## config.mk

```make
export PLATFORM = sky130hd
export DESIGN_NAME = sol_load_store_unit
export DESIGN_NICKNAME = d
export VERILOG_FILES = /design/src/rtl/sol_lsu_pkg.sv /design/src/rtl/sol_lsu_align.sv /design/src/rtl/sol_load_store_unit.sv
export SDC_FILE = /design/constraint.sdc
export NUM_CORES = 1
export LEC_CHECK = 0
export BUFFER_PORTS_ARGS = -buffer_cell sky130_fd_sc_hd__buf_2
export CAP_MARGIN = 20
export CORE_MARGIN = 5
export CORE_UTILIZATION = 50
export CTS_CLUSTER_DIAMETER = 120
export CTS_CLUSTER_SIZE = 12
export DETAILED_ROUTE_END_ITERATION = 7
export GPL_TIMING_DRIVEN = 0
export HOLD_SLACK_MARGIN = 0.05
export PLACE_DENSITY = 0.8
export SYNTH_ARGS = -nofsm -noshare
export SYNTH_HDL_FRONTEND = slang
export SYNTH_HIERARCHICAL = 1
export SYNTH_SLANG_ARGS = --single-unit
```

## constraint.sdc

```tcl
create_clock -name Clock -period 8.5 [get_ports Clock]
set_input_delay 1.275 -clock Clock [delete_from_list [all_inputs] [get_ports Clock]]
set_output_delay 1.275 -clock Clock [all_outputs]
set_load 0.01 [all_outputs]
```

## src/rtl/sol_lsu_pkg.sv

```systemverilog
// Shared types for the sol load/store unit: FSM states, access widths and
// response fault codes, plus the natural-alignment check used at request time.
package sol_lsu_pkg;

    typedef enum logic [1:0] {
        IDLE    = 2'b00,
        ACCESS  = 2'b01,
        RESPOND = 2'b10
    } lsuState_t;

    typedef enum logic [1:0] {
        WIDTH_BYTE  = 2'b00,
        WIDTH_HALF  = 2'b01,
        WIDTH_WORD  = 2'b10,
        WIDTH_DWORD = 2'b11
    } lsuWidth_t;

    typedef enum logic [1:0] {
        FAULT_NONE          = 2'b00,
        FAULT_MISALIGNED    = 2'b01,
        FAULT_TIMEOUT       = 2'b10,
        FAULT_ILLEGAL_WIDTH = 2'b11
    } lsuFault_t;

    // An access is aligned when the address is a multiple of its size in bytes.
    function automatic logic isMisaligned(input logic [2:0] addrLow, input logic [1:0] width);
        logic bad;
        case (width)
            WIDTH_BYTE: bad = 1'b0;
            WIDTH_HALF: bad = addrLow[0];
            WIDTH_WORD: bad = |addrLow[1:0];
            default:    bad = |addrLow;
        endcase
        return bad;
    endfunction

endpackage

```

## src/rtl/sol_lsu_align.sv

```systemverilog
// Byte-lane steering for the load/store unit. Stores: byte enables and
// lane-positioned write data. Loads: shift the addressed field down to bit 0,
// keep only the access width and sign- or zero-extend to XLEN.
module sol_lsu_align
    import sol_lsu_pkg::*;
#(
    parameter int XLEN = 32,
    localparam int LANES = XLEN / 8,
    localparam int OFF_W = $clog2(LANES)
) (
    input  logic [1:0]       width,
    input  logic [OFF_W-1:0] offset,
    input  logic             loadSigned,
    input  logic [XLEN-1:0]  storeData,
    input  logic [XLEN-1:0]  loadWord,
    output logic [LANES-1:0] byteEnable,
    output logic [XLEN-1:0]  laneData,
    output logic [XLEN-1:0]  loadData
);

    logic [LANES-1:0] laneMask;
    logic [XLEN-1:0]  fieldMask;
    logic [XLEN-1:0]  loadShifted;
    logic             signBit;

    // Lane and field masks for the access width, then position/extract/extend.
    always_comb begin
        laneMask  = '0;
        fieldMask = '0;
        for (int i = 0; i < LANES; i++) begin
            laneMask[i] = (i < (1 << width));
        end
        for (int i = 0; i < XLEN; i++) begin
            fieldMask[i] = (i < (8 << width));
        end

        byteEnable  = laneMask << offset;
        laneData    = storeData << {offset, 3'b000};
        loadShifted = loadWord >> {offset, 3'b000};

        case (width)
            WIDTH_BYTE: signBit = loadShifted[7];
            WIDTH_HALF: signBit = loadShifted[15];
            WIDTH_WORD: signBit = loadShifted[31];
            default:    signBit = loadShifted[XLEN-1];
        endcase

        loadData = (loadShifted & fieldMask) | (~fieldMask & {XLEN{loadSigned & signBit}});
    end

endmodule

```

## src/rtl/sol_load_store_unit.sv

```systemverilog
// Single-outstanding load/store unit for the sol core. Accepts one request in
// IDLE, holds the data-memory bus in ACCESS until the matching completion or a
// timeout, then pulses a one-cycle response in RESPOND. Misaligned and illegal
// width requests skip the bus entirely and respond on the next cycle.
module sol_load_store_unit
    import sol_lsu_pkg::*;
#(
    parameter int XLEN           = 32,
    parameter int ADDR_WIDTH     = 32,
    parameter int TAG_WIDTH      = 4,
    parameter int TIMEOUT_CYCLES = 255
) (
    input  logic                  Clock,
    input  logic                  Reset,
    input  logic                  ReqValid,
    output logic                  ReqReady,
    input  logic                  ReqWrite,
    input  logic [1:0]            ReqWidth,
    input  logic                  ReqSigned,
    input  logic [ADDR_WIDTH-1:0] ReqAddress,
    input  logic [XLEN-1:0]       ReqData,
    input  logic [TAG_WIDTH-1:0]  ReqTag,
    output logic                  RespValid,
    output logic [XLEN-1:0]       RespData,
    output logic [TAG_WIDTH-1:0]  RespTag,
    output logic [1:0]            RespFault,
    output logic                  ReadEnable,
    output logic                  WriteEnable,
    output logic [XLEN/8-1:0]     ByteEnable,
    output logic [ADDR_WIDTH-1:0] MemoryAddress,
    output logic [XLEN-1:0]       DataOut,
    input  logic                  ReadComplete,
    input  logic                  WriteComplete,
    input  logic [XLEN-1:0]       DataIn
);

    localparam int LANES = XLEN / 8;
    localparam int OFF_W = $clog2(LANES);
    localparam int CNT_W = (TIMEOUT_CYCLES < 2) ? 1 : $clog2(TIMEOUT_CYCLES + 1);
    localparam logic [CNT_W-1:0] LAST_COUNT = CNT_W'((TIMEOUT_CYCLES > 0) ? TIMEOUT_CYCLES - 1 : 0);
    localparam bit TIMEOUT_ON = (TIMEOUT_CYCLES != 0);

    lsuState_t        state;
    logic [CNT_W-1:0] timeoutCount;

    // Request fields held for the duration of the access.
    logic             latWrite;
    logic             latSigned;
    logic [1:0]       latWidth;
    logic [OFF_W-1:0] latOffset;

    lsuFault_t        requestFault;
    logic             accessDone;
    logic             timeoutHit;

    logic [1:0]       alignWidth;
    logic [OFF_W-1:0] alignOffset;
    logic [LANES-1:0] alignByteEnable;
    logic [XLEN-1:0]  alignLaneData;
    logic [XLEN-1:0]  alignLoadData;

    // In IDLE the aligner sees the incoming request (store lane placement);
    // afterwards it sees the latched request (load extraction).
    assign alignWidth  = (state == IDLE) ? ReqWidth : latWidth;
    assign alignOffset = (state == IDLE) ? ReqAddress[OFF_W-1:0] : latOffset;

    sol_lsu_align #(
        .XLEN(XLEN)
    ) align (
        .width      (alignWidth),
        .offset     (alignOffset),
        .loadSigned (latSigned),
        .storeData  (ReqData),
        .loadWord   (DataIn),
        .byteEnable (alignByteEnable),
        .laneData   (alignLaneData),
        .loadData   (alignLoadData)
    );

    assign accessDone = latWrite ? WriteComplete : ReadComplete;
    assign timeoutHit = TIMEOUT_ON && (timeoutCount == LAST_COUNT);

    // Classify the incoming request; illegal width takes priority over alignment.
    always_comb begin
        requestFault = FAULT_NONE;
        if ((XLEN < 64) && (ReqWidth == WIDTH_DWORD)) begin
            requestFault = FAULT_ILLEGAL_WIDTH;
        end else if (isMisaligned(ReqAddress[2:0], ReqWidth)) begin
            requestFault = FAULT_MISALIGNED;
        end
    end

    // Capture the request fields needed after acceptance (no reset: data only).
    always_ff @(posedge Clock) begin
        if (state == IDLE && ReqValid) begin
            latWrite  <= ReqWrite;
            latSigned <= ReqSigned;
            latWidth  <= ReqWidth;
            latOffset <= ReqAddress[OFF_W-1:0];
        end
    end

    // Request/response FSM with registered bus and response outputs.
    always_ff @(posedge Clock or posedge Reset) begin
        if (Reset) begin
            state         <= IDLE;
            timeoutCount  <= '0;
            ReqReady      <= 1'b1;
            ReadEnable    <= 1'b0;
            WriteEnable   <= 1'b0;
            ByteEnable    <= '0;
            MemoryAddress <= '0;
            DataOut       <= '0;
            RespValid     <= 1'b0;
            RespData      <= '0;
            RespTag       <= '0;
            RespFault     <= FAULT_NONE;
        end else begin
            case (state)
                IDLE: begin
                    if (ReqValid) begin
                        ReqReady <= 1'b0;
                        RespTag  <= ReqTag;
                        if (requestFault != FAULT_NONE) begin
                            state     <= RESPOND;
                            RespValid <= 1'b1;
                            RespData  <= '0;
                            RespFault <= requestFault;
                        end else begin
                            state         <= ACCESS;
                            timeoutCount  <= '0;
                            ReadEnable    <= ~ReqWrite;
                            WriteEnable   <= ReqWrite;
                            MemoryAddress <= {ReqAddress[ADDR_WIDTH-1:OFF_W], {OFF_W{1'b0}}};
                            ByteEnable    <= alignByteEnable;
                            DataOut       <= alignLaneData;
                        end
                    end
                end
                ACCESS: begin
                    if (accessDone) begin
                        state       <= RESPOND;
                        ReadEnable  <= 1'b0;
                        WriteEnable <= 1'b0;
                        RespValid   <= 1'b1;
                        RespData    <= latWrite ? '0 : alignLoadData;
                        RespFault   <= FAULT_NONE;
                    end else if (timeoutHit) begin
                        state       <= RESPOND;
                        ReadEnable  <= 1'b0;
                        WriteEnable <= 1'b0;
                        RespValid   <= 1'b1;
                        RespData    <= '0;
                        RespFault   <= FAULT_TIMEOUT;
                    end else begin
                        timeoutCount <= timeoutCount + 1'b1;
                    end
                end
                RESPOND: begin
                    state     <= IDLE;
                    RespValid <= 1'b0;
                    ReqReady  <= 1'b1;
                end
                default: begin
                    state       <= IDLE;
                    ReadEnable  <= 1'b0;
                    WriteEnable <= 1'b0;
                    RespValid   <= 1'b0;
                    ReqReady    <= 1'b1;
                end
            endcase
        end
    end

endmodule

```

---- Word-level counts from Yosys, hierarchy flattened ----
Cells that the tools add are included.
word-level totals
  flip-flop bits (word level) ............. 124
  output and inout bits ................... 110
  input port bits ......................... 109
  word-level logic and storage cells ...... 139
operators by class
  bitwise operators ....................... 9
  order comparisons ....................... 36
  eq/ne operators ......................... 13
  $add $sub $neg .......................... 1
  shifts and indexed selects .............. 5
  mux-type cells .......................... 43
  reduce and logical (&&, ||, !) cells .... 16
operators by type and width
  kind                  number
  $lt 6x32->1 const A   16
  $lt 5x32->1 const A   8
  $mux 32               5
  $lt 3x32->1 const A   4
  $lt 4x32->1 const A   4
  $and 32x32->32        2
  $lt 1x32->1 const A   2
  $lt 2x32->1 const A   2
  $pmux 32 s2           1
  $mux 8                4
  $not 32->32           1
  $or 32x32->32         1
  $shl 1x2->32 const A  1
  $shl 32x5->32         1
  $shl 4x2->32 const A  1
  $shr 32x5->32         1
  $mux 2                10
  $pmux 8 s2            1
  $mux 1                14
  $pmux 1 s3            3
  $add 8x1->8 const B   1
  $eq 8x8->1 const B    1
  $ne 2x2->1 const B    4
  $pmux 2 s2            2
  17 further kinds      33

---- Logic depth before layout (Yosys ltp) ----
  depth after elaboration ................. 10
  mapped depth ............................ 9
  gate-level depth less buffers ........... 7

---- Hierarchy ----
Netlist, hierarchy kept.
modules (own cells, without submodules)
  module               area an instance (um2)  sequential area each (um2)  instances  cells each
  sol_load_store_unit  4864.7                  3134.3                      1          465
  sol_lsu_align        1388.8                  0.0                         1          201

---- Least setup slack after synthesis ----
No wires, ideal clock.
  kind .................................... input -> register
  from .................................... in ReqAddress[1]
  to ...................................... reg RespData[13]
  data required time ...................... 8.379 ns
  library setup time ...................... 0.121 ns
  buffers on the path ..................... 2
  stages on the path ...................... 7
  data arrival time ....................... 2.603 ns
  setup slack ............................. 5.776 ns
  path through ............................ mux2_2 -> buf_6 -> buf_6 -> mux2_1 -> a221oi_1 -> a21oi_1 -> a22o_1
on the way
  word-level cells in the longest chain between the ends .. 9
  elaborated cells between the ends (all ways) .. 19
  classes of those cells .................. eq/ne: 1; shift: 1; mux: 9; bitwise: 4; reduce/logical: 4
RTL lines
  item                   line                        RTL
  start, declared        sol_load_store_unit.sv:20   input logic [ADDR_WIDTH-1:0] ReqAddress,
  $mux 2 *               sol_load_store_unit.sv:65   assign alignOffset = (state == IDLE) ? ReqAddress[OFF_W-1:0] : latOffset;
  $shr 32x5->32 *        sol_lsu_align.sv:39         loadShifted = loadWord >> {offset, 3'b000};
  $pmux 1 s2             sol_lsu_align.sv:41         case (width)
  $and 1x1->1            sol_lsu_align.sv:48         loadData = (loadShifted & fieldMask) | (~fieldMask & {XLEN{loadSigned & signBit}});
  $and 32x32->32         sol_lsu_align.sv:48
  $or 32x32->32 *        sol_lsu_align.sv:48
  net alignLoadData[13]  sol_load_store_unit.sv:60   logic [XLEN-1:0] alignLoadData;
  $mux 32 *              sol_load_store_unit.sv:146  RespData <= latWrite ? '0 : alignLoadData;
  $mux 32 *              sol_load_store_unit.sv:141  if (accessDone) begin
  $pmux 32 s2 *          sol_load_store_unit.sv:119  case (state)
  end signal, assigned   sol_load_store_unit.sv:146
  end, declared          sol_load_store_unit.sv:24   output logic [XLEN-1:0] RespData,
Mark *: on every way through the listed nets, which the timed path passes. The rest lies on a longest branch. The select of a mux whose other input is x is not followed.
A chain may end at the register's enable or synchronous reset.

---- Final worst setup path ----
  from .................................... in ReqAddress[1]
  to ...................................... reg RespData[14]
on the way
  word-level cells in the longest chain between the ends .. 9
  elaborated cells between the ends (all ways) .. 19
  classes of those cells .................. eq/ne: 1; shift: 1; mux: 9; bitwise: 4; reduce/logical: 4
RTL lines
  item                   line                        RTL
  $mux 2 *               sol_load_store_unit.sv:65
  net alignOffset[1]     sol_load_store_unit.sv:57   logic [OFF_W-1:0] alignOffset;
  $shr 32x5->32 *        sol_lsu_align.sv:39
  $pmux 1 s2             sol_lsu_align.sv:41
  $and 1x1->1            sol_lsu_align.sv:48
  $and 32x32->32         sol_lsu_align.sv:48
  $or 32x32->32 *        sol_lsu_align.sv:48
  net alignLoadData[14]  sol_load_store_unit.sv:60
  $mux 32 *              sol_load_store_unit.sv:146
  $mux 32 *              sol_load_store_unit.sv:141
  $pmux 32 s2 *          sol_load_store_unit.sv:119
Marked as above.

==> results list <==
- Switching power as a share of total power: 0.387
* Total count of max-transition violations in the final report: 0
- Worst path bufs/invs: 3
* Average wire length per cell after detail routing: 17.0 microns
* ANT nets after route: 0
- Setup repair after global routing left no endpoint under its margin.
* Area of the die: 0.0148 sq mm
- Worst hold-check slack: 0.465 ns
* Peak clock frequency supported by timing: about 380 MHz
- TritonCTS created 17 clock buffers.
- In this run the tightest slew margin relative to its limit is 0.615.
* First-pass iteration count of the detailed router: 5
- Clk pwr share: 0.250
* Total chip power: 3.02 mW
- Area of the mapped netlist: ~0.0063 sq mm
- OpenSTA, run right after detailed placement, puts the worst setup slack at about 5.5 ns.
- The worst register-to-register path has a depth of 8.
- Layout Skew: about 0.0082 ns
* Wire length of the first global-routing pass: 29.1 mm
* Diodes inserted: 0
- Initial standard-cell utilization of the core: 0.516
- The netlist uses 54 different library cells.
- Final setup violating endpoints: 0
- The run finished with clean final reports.
* Commonest cells in the synthesized netlist: sky130_fd_sc_hd__nand2_1 (235), sky130_fd_sc_hd__dfrtp_1 (117), sky130_fd_sc_hd__a22o_1 (35)
- The most numerous cell type found on the critical path is sky130_fd_sc_hd__buf_6.
* Number of warnings printed during yosys synthesis: 6
* Maximum clock insertion buffer count: 2
- For this block, the initial DRC count from the detailed router was 433.
- For this run, the register share of the synthesized area comes to 0.501.
- In this run the static leakage power is between 4 and 5 nW.
* Pin count of the biggest net entering global routing: slightly above 60
- Number of setup buffers added after CTS: 0
- Of the total power, registers draw 0.314.
- Clock-pin slew was measured on the worst setup and hold paths at around 0.06 ns.
- The number of global-route vias before repair is 5693.
- Clock tree from TritonCTS: yes
* Relative area change from synthesis to final layout: 31.2%
* Setup tns final: 0 ns
- In this run, synthesis inferred 6 flip-flops with an integrated enable.
- Detailed routing inserted a total of 5737 vias.
- Congestion Overflow GR: 0
* Die span in x: approximately 120 microns
- STA classifies the critical path startpoint as a primary input.
* Final critical-path required period: roughly 2.7 ns
* Half-perimeter wire length after placement: roughly 14 mm
* Share of Yosys cell area claimed by the top area cell type: 0.468
- The die is approximately 120 microns tall.
* Post-synthesis cell count: about 670
- By startpoint and endpoint, the worst setup path is classified as in -> reg.
- Top-level port count: ~220
- Traced cell by cell, the critical path runs through buf_2 > mux2_2 > buf_6 > buf_6 > mux2_1 > a221oi_1 > a21oi_1 > a22o_1.
* Cell with the most instances after synthesis: sky130_fd_sc_hd__nand2_1
- Post-CTS repair changed the size of 0 cells.
* Switch Pwr: ~1.2 mW
* Number of sinks handled by clock tree synthesis: 124
* Part of the total power dissipated in combinational logic: 0.437
- Final routed wirelength across all metal layers: approximately 18 mm
- Dividing the detail-routed via count by the number of cells gives ~5.3.
* Fraction of final layout cells with drive strength greater than 1: 0.355
- DRC violations left: 0
- Hold-fix buffers, CTS: 0
* Final WS setup: between 5 and 6 ns
- The region available for standard cell placement spans about 0.012 sq mm.
- On the critical path the largest part of the delay comes from multiplexers.
- Main flop type after synthesis: sky130_fd_sc_hd__dfrtp_1
- Arrival time at the worst endpoint: slightly below 3 ns
* Hold Crit Depth: 2
- Cell internal power was estimated by the tool at ~1.9 mW.
- In the synthesized netlist the async set-or-reset flop fraction comes to 0.952.
- Fill cells in the final layout number a little over 1000.
- Std-Cell Rows: 40
* Initial antenna violation count: 0
* Part of the cycle the worst path needs: 0.313
- Worst ir drop on vdd: 0.000167 V
* Transition time at the pin with the least slew margin: 0.577 ns
- In this run the worst path has a maximum fanout of 10.
- The later pin in the worst-skew pair is clocked with a latency of between 0.4 and 0.5 ns.
- Longest individual stage delay on the worst path: approximately 0.35 ns
* Required arrival time at the worst endpoint: roughly 9 ns
* Port Buf Inserts: between 200 and 250
* Synth top area cells: sky130_fd_sc_hd__dfrtp_1 (47%), sky130_fd_sc_hd__nand2_1 (14%), sky130_fd_sc_hd__a22o_1 (4.9%), sky130_fd_sc_hd__mux2_2 (3.8%), sky130_fd_sc_hd__mux2i_1 (3.7%)
- The critical path crosses 8 cells after its start point.
- Total count of hold-check failures in the final report: 0
- On the critical path, the stage with the largest delay is an instance of sky130_fd_sc_hd__mux2_1.
- Max-cap violations in this run came to 0.
* Synthesis-stage register bit count: around 120
* Total Routing Usage GR: 0.249
* Mean instance size in the synthesized netlist: between 9 and 10 sq um
* Largest area contributor in the netlist: sky130_fd_sc_hd__dfrtp_1
* Number of levels the H-tree was split into: 4
* Number of nets in the layout: around 1000
- The min-delay analysis places its worst path in the category reg -> reg.
- Utilization after layout: 0.677
- At the end of routability-driven placement, the weighted congestion stood at approximately 0.92.
- STA classifies the critical path endpoint as a flop.
- Clock root cell: sky130_fd_sc_hd__clkbuf_16
* Cell Pwr Density: about 370 mW/mm^2
-- registers in the layout, summed over array words and instances, names as in the netlist, 2 cells and up --
name / cells
ByteEnable: 4
DataOut: 32
MemoryAddress: 30
RespData: 32
RespFault: 2
RespTag: 4
latOffset: 2
latWidth: 2
state: 2
timeoutCount: 8
-- stage by stage --
stage / area [sq um] / instances
after floorplan: 6260 / 667
after global placement: 7550 / 1051
after detailed placement: 7580 / 1052
after CTS: 8200 / 1084
after global routing: 8200 / 1084
final: 8200 / 1084
-- logic make-up after synthesis --
family | after synthesis | synth area share
fa+ha+maj | 2 | 0.00400
other cells | 1 | 0.000600
flops | 124 | 0.501
buf+inv | 52 | 0.0502
mux | 49 | 0.0848
simple gates | 325 | 0.230
compound gates | 112 | 0.127
xor+xnor | 1 | 0.00140
-- worst register-to-register path: cells and delay by family (launching register included) --
kind	cells	cell delay, ns
mux	2	0.75
flops	1	0.47
compound gates	3	0.62
simple gates	1	0.29
buf+inv	2	0.32
-- worst paths after layout --
check	slack, ns	to	from
worst min register to register	0.47	ByteEnable[1]	ByteEnable[1]
worst max register to register	5.95	RespData[14]	state[1]
worst min-delay path	0.47	ByteEnable[1]	ByteEnable[1]
worst max-delay path	5.84	RespData[14]	ReqAddress[1]
min in group asynchronous	0.94	MemoryAddress[7]	Reset
max in group asynchronous	6.88	DataOut[27]	Reset
-- cells in the final DEF, fill, tap and decap left out, drive strengths merged, types with 8 or more instances in the layout --
cell type	synthesis	routed
a22o	35	35
nand4	21	21
nor2b	11	11
mux2	26	26
a21oi	26	26
a211oi	9	9
dfrtp	117	117
clkbuf	7	29
mux2i	23	23
and2	9	9
buf	39	256
o21ai	26	26
nor2	22	22
or3	8	8
a221oi	8	8
nand2	237	237
-- final cells by class --
class,count,area [sq um],share of cell area
clock buffers,22,484,0.0590
clock inverters,10,138,0.0168
flip-flops and latches,124,3130,0.382
plain buffers,46,292,0.0355
repair buffers,217,1110,0.135
well taps,168,210,0.0256
multi-input cells,491,2810,0.342
inverters,6,27.5,0.00336
-- metal layers --
| metal | vias up | part of all wire | GRT usage |
|---|---|---|---|
| li1 | 2752 | - | - |
| met1 | 2692 | 0.43 | 0.337 |
| met2 | 262 | 0.47 | 0.392 |
| met3 | 31 | 0.083 | 0.0594 |
| met4 | 0 | 0.021 | 0.0917 |
| met5 | - | 0 | 0 |
-- power groups by stage --
stage | combinational [mW] | clock, mW | sequential, mW
2_1_floorplan | 0.747 | 0 | 1.05
3_3_place_gp | 1.29 | 0 | 0.945
3_5_place_dp | 1.31 | 0 | 0.954
4_1_cts | 1.32 | 0.763 | 0.947
5_1_grt | 1.44 | 0.790 | 0.974
6_report | 1.32 | 0.755 | 0.947
No activity file was read; power rests on OpenSTA's default activity.
